===== src/rtl/muldiv_sequencer.sv =====
// muldiv_sequencer: multi-cycle unsigned multiply/divide unit for the EX stage.
// Shift-add multiplier and restoring divider, one bit per cycle, with a
// pipeline stall held until the result is ready.
// Optional build macro: MULDIV_EARLY_OUT_EN lets zero operands and divide
// by zero skip the iterative phase and finish in a single cycle.
module muldiv_sequencer #(
   parameter int XLEN = 64
) (
   input  logic            clk,
   input  logic            reset,
   input  logic            start,
   input  logic [2:0]      funct3,
   input  logic [XLEN-1:0] op_a,
   input  logic [XLEN-1:0] op_b,
   input  logic            flush,
   output logic            stall_ex,
   output logic            done,
   output logic [XLEN-1:0] result
);

   localparam int CW = $clog2(XLEN) + 1;

   localparam logic [2:0] F3_MULHU = 3'b011;
   localparam logic [2:0] F3_DIVU  = 3'b101;
   localparam logic [2:0] F3_REMU  = 3'b111;

   typedef enum logic [1:0] {IDLE, BUSY, DONE} state_t;

   state_t            state;
   state_t            state_nxt;
   logic [CW-1:0]     counter;
   logic [2:0]        op_q;
   logic [2*XLEN-1:0] prod;
   logic [XLEN-1:0]   mcand;
   logic [XLEN:0]     rem;
   logic [XLEN-1:0]   quot;
   logic [XLEN-1:0]   dvsr;

   logic              start_ok;
   logic [XLEN:0]     add_sum;
   logic [2*XLEN-1:0] prod_step;
   logic [XLEN+1:0]   div_shift;
   logic [XLEN+1:0]   div_diff;
   logic [XLEN:0]     rem_step;
   logic [XLEN-1:0]   quot_step;
   logic [XLEN-1:0]   final_val;

   assign start_ok = start && !flush;

`ifdef MULDIV_EARLY_OUT_EN
   logic            early_hit;
   logic [XLEN-1:0] early_val;

   // Zero operands and divide by zero have a known answer, so they bypass BUSY
   always_comb begin
      early_hit = (op_a == '0) || (op_b == '0);
      early_val = '0;
      if (op_b == '0) begin
         if (funct3 == F3_DIVU) begin
            early_val = '1;
         end else if (funct3 == F3_REMU) begin
            early_val = op_a;
         end
      end
   end
`endif

   // One iteration of both datapaths: shift-add multiply and restoring divide
   always_comb begin
      add_sum   = {1'b0, prod[2*XLEN-1:XLEN]} + (prod[0] ? {1'b0, mcand} : '0);
      prod_step = {add_sum, prod[XLEN-1:1]};
      div_shift = {rem, quot[XLEN-1]};
      div_diff  = div_shift - {2'b00, dvsr};
      if (!div_diff[XLEN+1]) begin
         rem_step  = div_diff[XLEN:0];
         quot_step = {quot[XLEN-2:0], 1'b1};
      end else begin
         rem_step  = div_shift[XLEN:0];
         quot_step = {quot[XLEN-2:0], 1'b0};
      end
      case (op_q)
         F3_MULHU: final_val = prod_step[2*XLEN-1:XLEN];
         F3_DIVU:  final_val = quot_step;
         F3_REMU:  final_val = rem_step[XLEN-1:0];
         default:  final_val = prod_step[XLEN-1:0];
      endcase
   end

   // Next-state and stall decode; stall drops in DONE so EX/MEM captures result
   always_comb begin
      state_nxt = state;
      stall_ex  = 1'b0;
      case (state)
         IDLE: begin
            if (start_ok) begin
               stall_ex  = 1'b1;
`ifdef MULDIV_EARLY_OUT_EN
               state_nxt = early_hit ? DONE : BUSY;
`else
               state_nxt = BUSY;
`endif
            end
         end
         BUSY: begin
            stall_ex = 1'b1;
            if (flush) begin
               state_nxt = IDLE;
            end else if (counter == CW'(1)) begin
               state_nxt = DONE;
            end
         end
         DONE: state_nxt = IDLE;
         default: state_nxt = IDLE;
      endcase
   end

   assign done = (state == DONE);

   // State, operand latching, per-cycle iteration and result capture
   always_ff @(posedge clk) begin
      if (reset) begin
         state   <= IDLE;
         counter <= '0;
         op_q    <= '0;
         prod    <= '0;
         mcand   <= '0;
         rem     <= '0;
         quot    <= '0;
         dvsr    <= '0;
         result  <= '0;
      end else begin
         state <= state_nxt;
         case (state)
            IDLE: begin
               if (start_ok) begin
                  counter <= CW'(XLEN);
                  op_q    <= funct3;
                  prod    <= {{XLEN{1'b0}}, op_b};
                  mcand   <= op_a;
                  rem     <= '0;
                  quot    <= op_a;
                  dvsr    <= op_b;
`ifdef MULDIV_EARLY_OUT_EN
                  if (early_hit) begin
                     counter <= '0;
                     result  <= early_val;
                  end
`endif
               end
            end
            BUSY: begin
               if (!flush) begin
                  counter <= counter - CW'(1);
                  prod    <= prod_step;
                  rem     <= rem_step;
                  quot    <= quot_step;
                  if (counter == CW'(1)) begin
                     result <= final_val;
                  end
               end
            end
            default: ;
         endcase
      end
   end

endmodule


===== config.mk =====
export PLATFORM = sky130hd
export DESIGN_NAME = muldiv_sequencer
export DESIGN_NICKNAME = d
export VERILOG_FILES = /design/src/rtl/muldiv_sequencer.sv
export SDC_FILE = /design/constraint.sdc
export NUM_CORES = 1
export LEC_CHECK = 0
export CELL_PAD_IN_SITES_DETAIL_PLACEMENT = 1
export CELL_PAD_IN_SITES_GLOBAL_PLACEMENT = 2
export CORE_MARGIN = 2
export CORE_UTILIZATION = 30
export DETAILED_ROUTE_END_ITERATION = 8
export MAX_ROUTING_LAYER = met4
export PLACE_DENSITY_LB_ADDON = 0.1
export SETUP_SLACK_MARGIN = 0.3
export SYNTH_ARGS = -nofsm -noshare
export SYNTH_HDL_FRONTEND = slang
export SYNTH_SLANG_ARGS = --single-unit

===== constraint.sdc =====
create_clock -name clk -period 8 [get_ports clk]
set_input_delay 1.6 -clock clk [delete_from_list [all_inputs] [get_ports clk]]
set_output_delay 1.6 -clock clk [all_outputs]
set_load 0.05 [all_outputs]

==> results.py <==
metrics = {
    "die": {
        "coreArea_sq_um": 91500,
        "fp.dieH_um": 308,
        "die_area_sq_um": 94800,
        "start_util_pct": 30.3,
        "die_w_um": 308,
        "io_pins": 201,
        "row_count": 111,
    },
    "clock_network": {
        "cts-root-buf": "clkbuf_16",
        "clock_latency_ns": 0.66,
        "numCtsBuffers": 58,
        "max-clock-path-buffers": 3,
        "clk_pin_slew_ns": 0.07,
        "post_cts_buffers": 0,
        "cts_resized": 0,
        "clock-sinks": 461,
        "ctsHoldBuffers": 0,
        "htree_levels": 2,
        "cts_tree": "built",
    },
    "yosys": {
        "netlist_instances": 3733,
        "async_reset_ff_share_pct": 0,
        "synth-edff-count": 0,
        "synth_area_leaders": "dfxtp_1 (33%), nand2_1 (9.9%), a21oi_1 (6.3%), ha_1 (5.9%), nor2_1 (5.4%)",
        "netlist_area_sq_um": 27700,
        "synth_seq_cells": 461,
        "synth_cell_type_count": 88,
        "synth_flop_cell": "dfxtp_1",
        "yosysMostFrequentCell": "nand2_1",
        "synth.top_cell.area_share_pct": 33.3,
        "seq_area_frac_synth_pct": 33.3,
        "synth_top_area_cell": "dfxtp_1",
        "syn-num-nets": 4000,
        "syn_area_per_cell_sq_um": 7.42,
        "yosysWarnings": 0,
        "synth.top_cells.by_count": "nand2_1 (729), dfxtp_1 (461), nor2_1 (402)",
    },
    "place": {
        "pre_cts_slack_ns": 3.05,
        "gp_congestion": 0.906,
        "port_buffers": 200,
        "post-dp-hpwl_um": 93800,
        "dpl_cell_area_sq_um": 30500,
    },
    "critical_path": {
        "r2r-start": "prod[0]",
        "worst-r2r-setup-slack_ns": 3.08,
        "reg2reg_to": "result[59]",
        "path_depth": 12,
        "path_delay_family": "compound AO/OA/AOI/OAI gates",
        "critical_path_class": "register to register",
        "crit_fanout": 39,
        "endpoint": "result[59]",
        "cp.buffers_inverters": 1,
        "crit_chain": "buf_4 -> and2_1 -> ha_1 -> nand4_1 -> or3_1 -> or4_1 -> o21ba_2 -> o41ai_2 -> a311oi_1 -> xnor2_1 -> a221oi_1 -> a211oi_1",
        "crit_path_start_kind": "register",
        "crit_arrival_ns": 5.42,
        "required_ns": 8.50,
        "r2r_cells": 12,
        "cp-end-kind": "register",
        "cp-startpoint": "prod[0]",
        "slowest_delay_ns": 0.60,
        "crit_slowest_cell": "dfxtp_2",
    },
    "timing": {
        "setup_viol": 0,
        "finClkSkew_ns": 0.0355,
        "hold_violations": 0,
        "slew-limit-headroom_pct": 17.8,
        "tightest_slew_ns": 1.23,
        "finalCritPeriodShare_pct": 61.5,
        "finalSetupTns_ns": 0,
        "setup_slack_ns": 3.08,
        "min_period_ns": 4.92,
        "fmax_mhz": 203,
        "drv_slew": 0,
        "rsz0062_at_grt": "no",
    },
    "grt": {
        "overflow": 0,
        "grt_max_degree": 152,
        "gr-usage-all-layers_pct": 26.8,
        "grt_first_pass_wirelength_um": 187000,
        "antenna_found_initial": 5,
        "grt_pass1_vias": 27854,
    },
    "final_layout": {
        "stdcell_area_sq_um": 32600,
        "area_delta_synth_final_pct": 17.6,
        "fin_util_pct": 35.6,
        "nets": 4018,
        "drive_gt1_share_pct": 5.24,
    },
    "power_and_ir_drop": {
        "powerDensity_nw_per_um2": 193,
        "p_leak_uw": 0.0127,
        "peakVddDrop_uv": 150,
    },
    "routing": {
        "antenna_left": 0,
        "routedWlPerCell_um": 25.3,
        "drt-total-wl_um": 126000,
        "vias": 28132,
        "first_iter_violations": 2337,
        "dr.pass1.iters": 5,
        "via_per_inst": 5.64,
        "drc": 0,
    },
    "job": {
        "maxCapViolCount": 0,
    },
    "run_status": {
        "status": "finished, final reports clean",
    },
    "min_path": {
        "min_from": "dvsr[62]",
        "min_path_type": "register to register",
    },
}
==> cell type report <==
class / instances / area [sq um]
diodes: 4 / 10.0
clock buffers: 83 / 1730
clock inverters: 25 / 309
fillers: 10985 / 59000
inverters: 98 / 368
multi-input cells: 2895 / 17100
flip-flops and latches: 461 / 9230
well taps: 1186 / 1480
repair buffers: 237 / 2330
==> registers in the layout, indices dropped and copies added (netlist names) <==
| signal | flops |
|---|---|
| counter | 7 |
| dvsr | 64 |
| mcand | 64 |
| op_q | 3 |
| prod | 128 |
| quot | 64 |
| rem | 65 |
| result | 64 |
| state | 2 |
==> per-stage QoR <==
step,instances,total power [uW],hold WS (ns)
floorplan,3733,3070,0.432
global placement,4875,3450,0.440
detailed placement,4877,3470,0.447
CTS,4985,6360,0.457
global route,4986,6560,0.476
finish,4989,6290,0.454
==> cell families after synthesis <==
| family | Yosys count | synth area share (%) |
|---|---|---|
| flip-flops | 461 | 33.3 |
| XOR/XNOR | 122 | 3.86 |
| AND/OR/NAND/NOR | 1505 | 23.4 |
| multiplexers | 51 | 1.90 |
| adder cells (fa/ha/maj) | 132 | 6.02 |
| buffers and inverters | 377 | 5.24 |
| AO/OA/AOI/OAI | 1085 | 26.3 |
==> report_power, final <==
group          switching (uW)  internal (uW)
Clock                    1140           1720
Combinational             618            318
Sequential               99.9           2390
==> routing by layer <==
metal  GRT usage (%)  routed length (um)  up-vias
li1                -                   -    13240
met1            40.0               65000    14118
met2            38.4               52700      653
met3            3.26                6530      121
met4            4.97                2210        0
met5               -                   0        -
==> worst min path at each step <==
stage	to	slack, ns	cells after the start
after floorplan	prod[120]	0.43	2
after global placement	mcand[35]	0.44	2
after detailed placement	mcand[62]	0.45	2
after CTS	dvsr[51]	0.46	2
after global routing	mcand[9]	0.48	2
final	dvsr[62]	0.45	2
==> cell usage in the layout, fill, tap and decap left out, types with 12 or more instances in the layout <==
master           synthesis  layout
nor4_1                  15      15
clkdlybuf4s50_1          0     199
a211oi_1                25      25
nor3_1                  91      91
nor2b_1                 19      18
nand3_1                 45      44
xor2_1                  52      52
mux2i_1                 38      38
a21oi_1                350     350
ha_1                   130     130
dfxtp_1                461     459
clkinv_2                 0      15
a22oi_1                 92      92
nand2b_1                15      13
o21bai_1                20      20
o21a_1                  23      22
a21o_1                  81      81
clkbuf_16                0      61
o31ai_1                 35      35
nor2_1                 402     397
or3_1                   16      16
and3_1                  25      24
a31oi_1                 28      28
and2_1                  79      78
nand4_1                 36      36
xnor2_1                 70      70
buf_4                    1      33
a311oi_1               134     134
clkbuf_8                 0      12
inv_1                   98      98
o21ai_0                152     151
nand2_1                729     727
==> worst min-delay path, stage by stage, from the launching register on <==
cell and delay (ns):
dfxtp_1 0.30, nand2_1 0.05, a21oi_1 0.05
(Power assumes the default switching activity.)
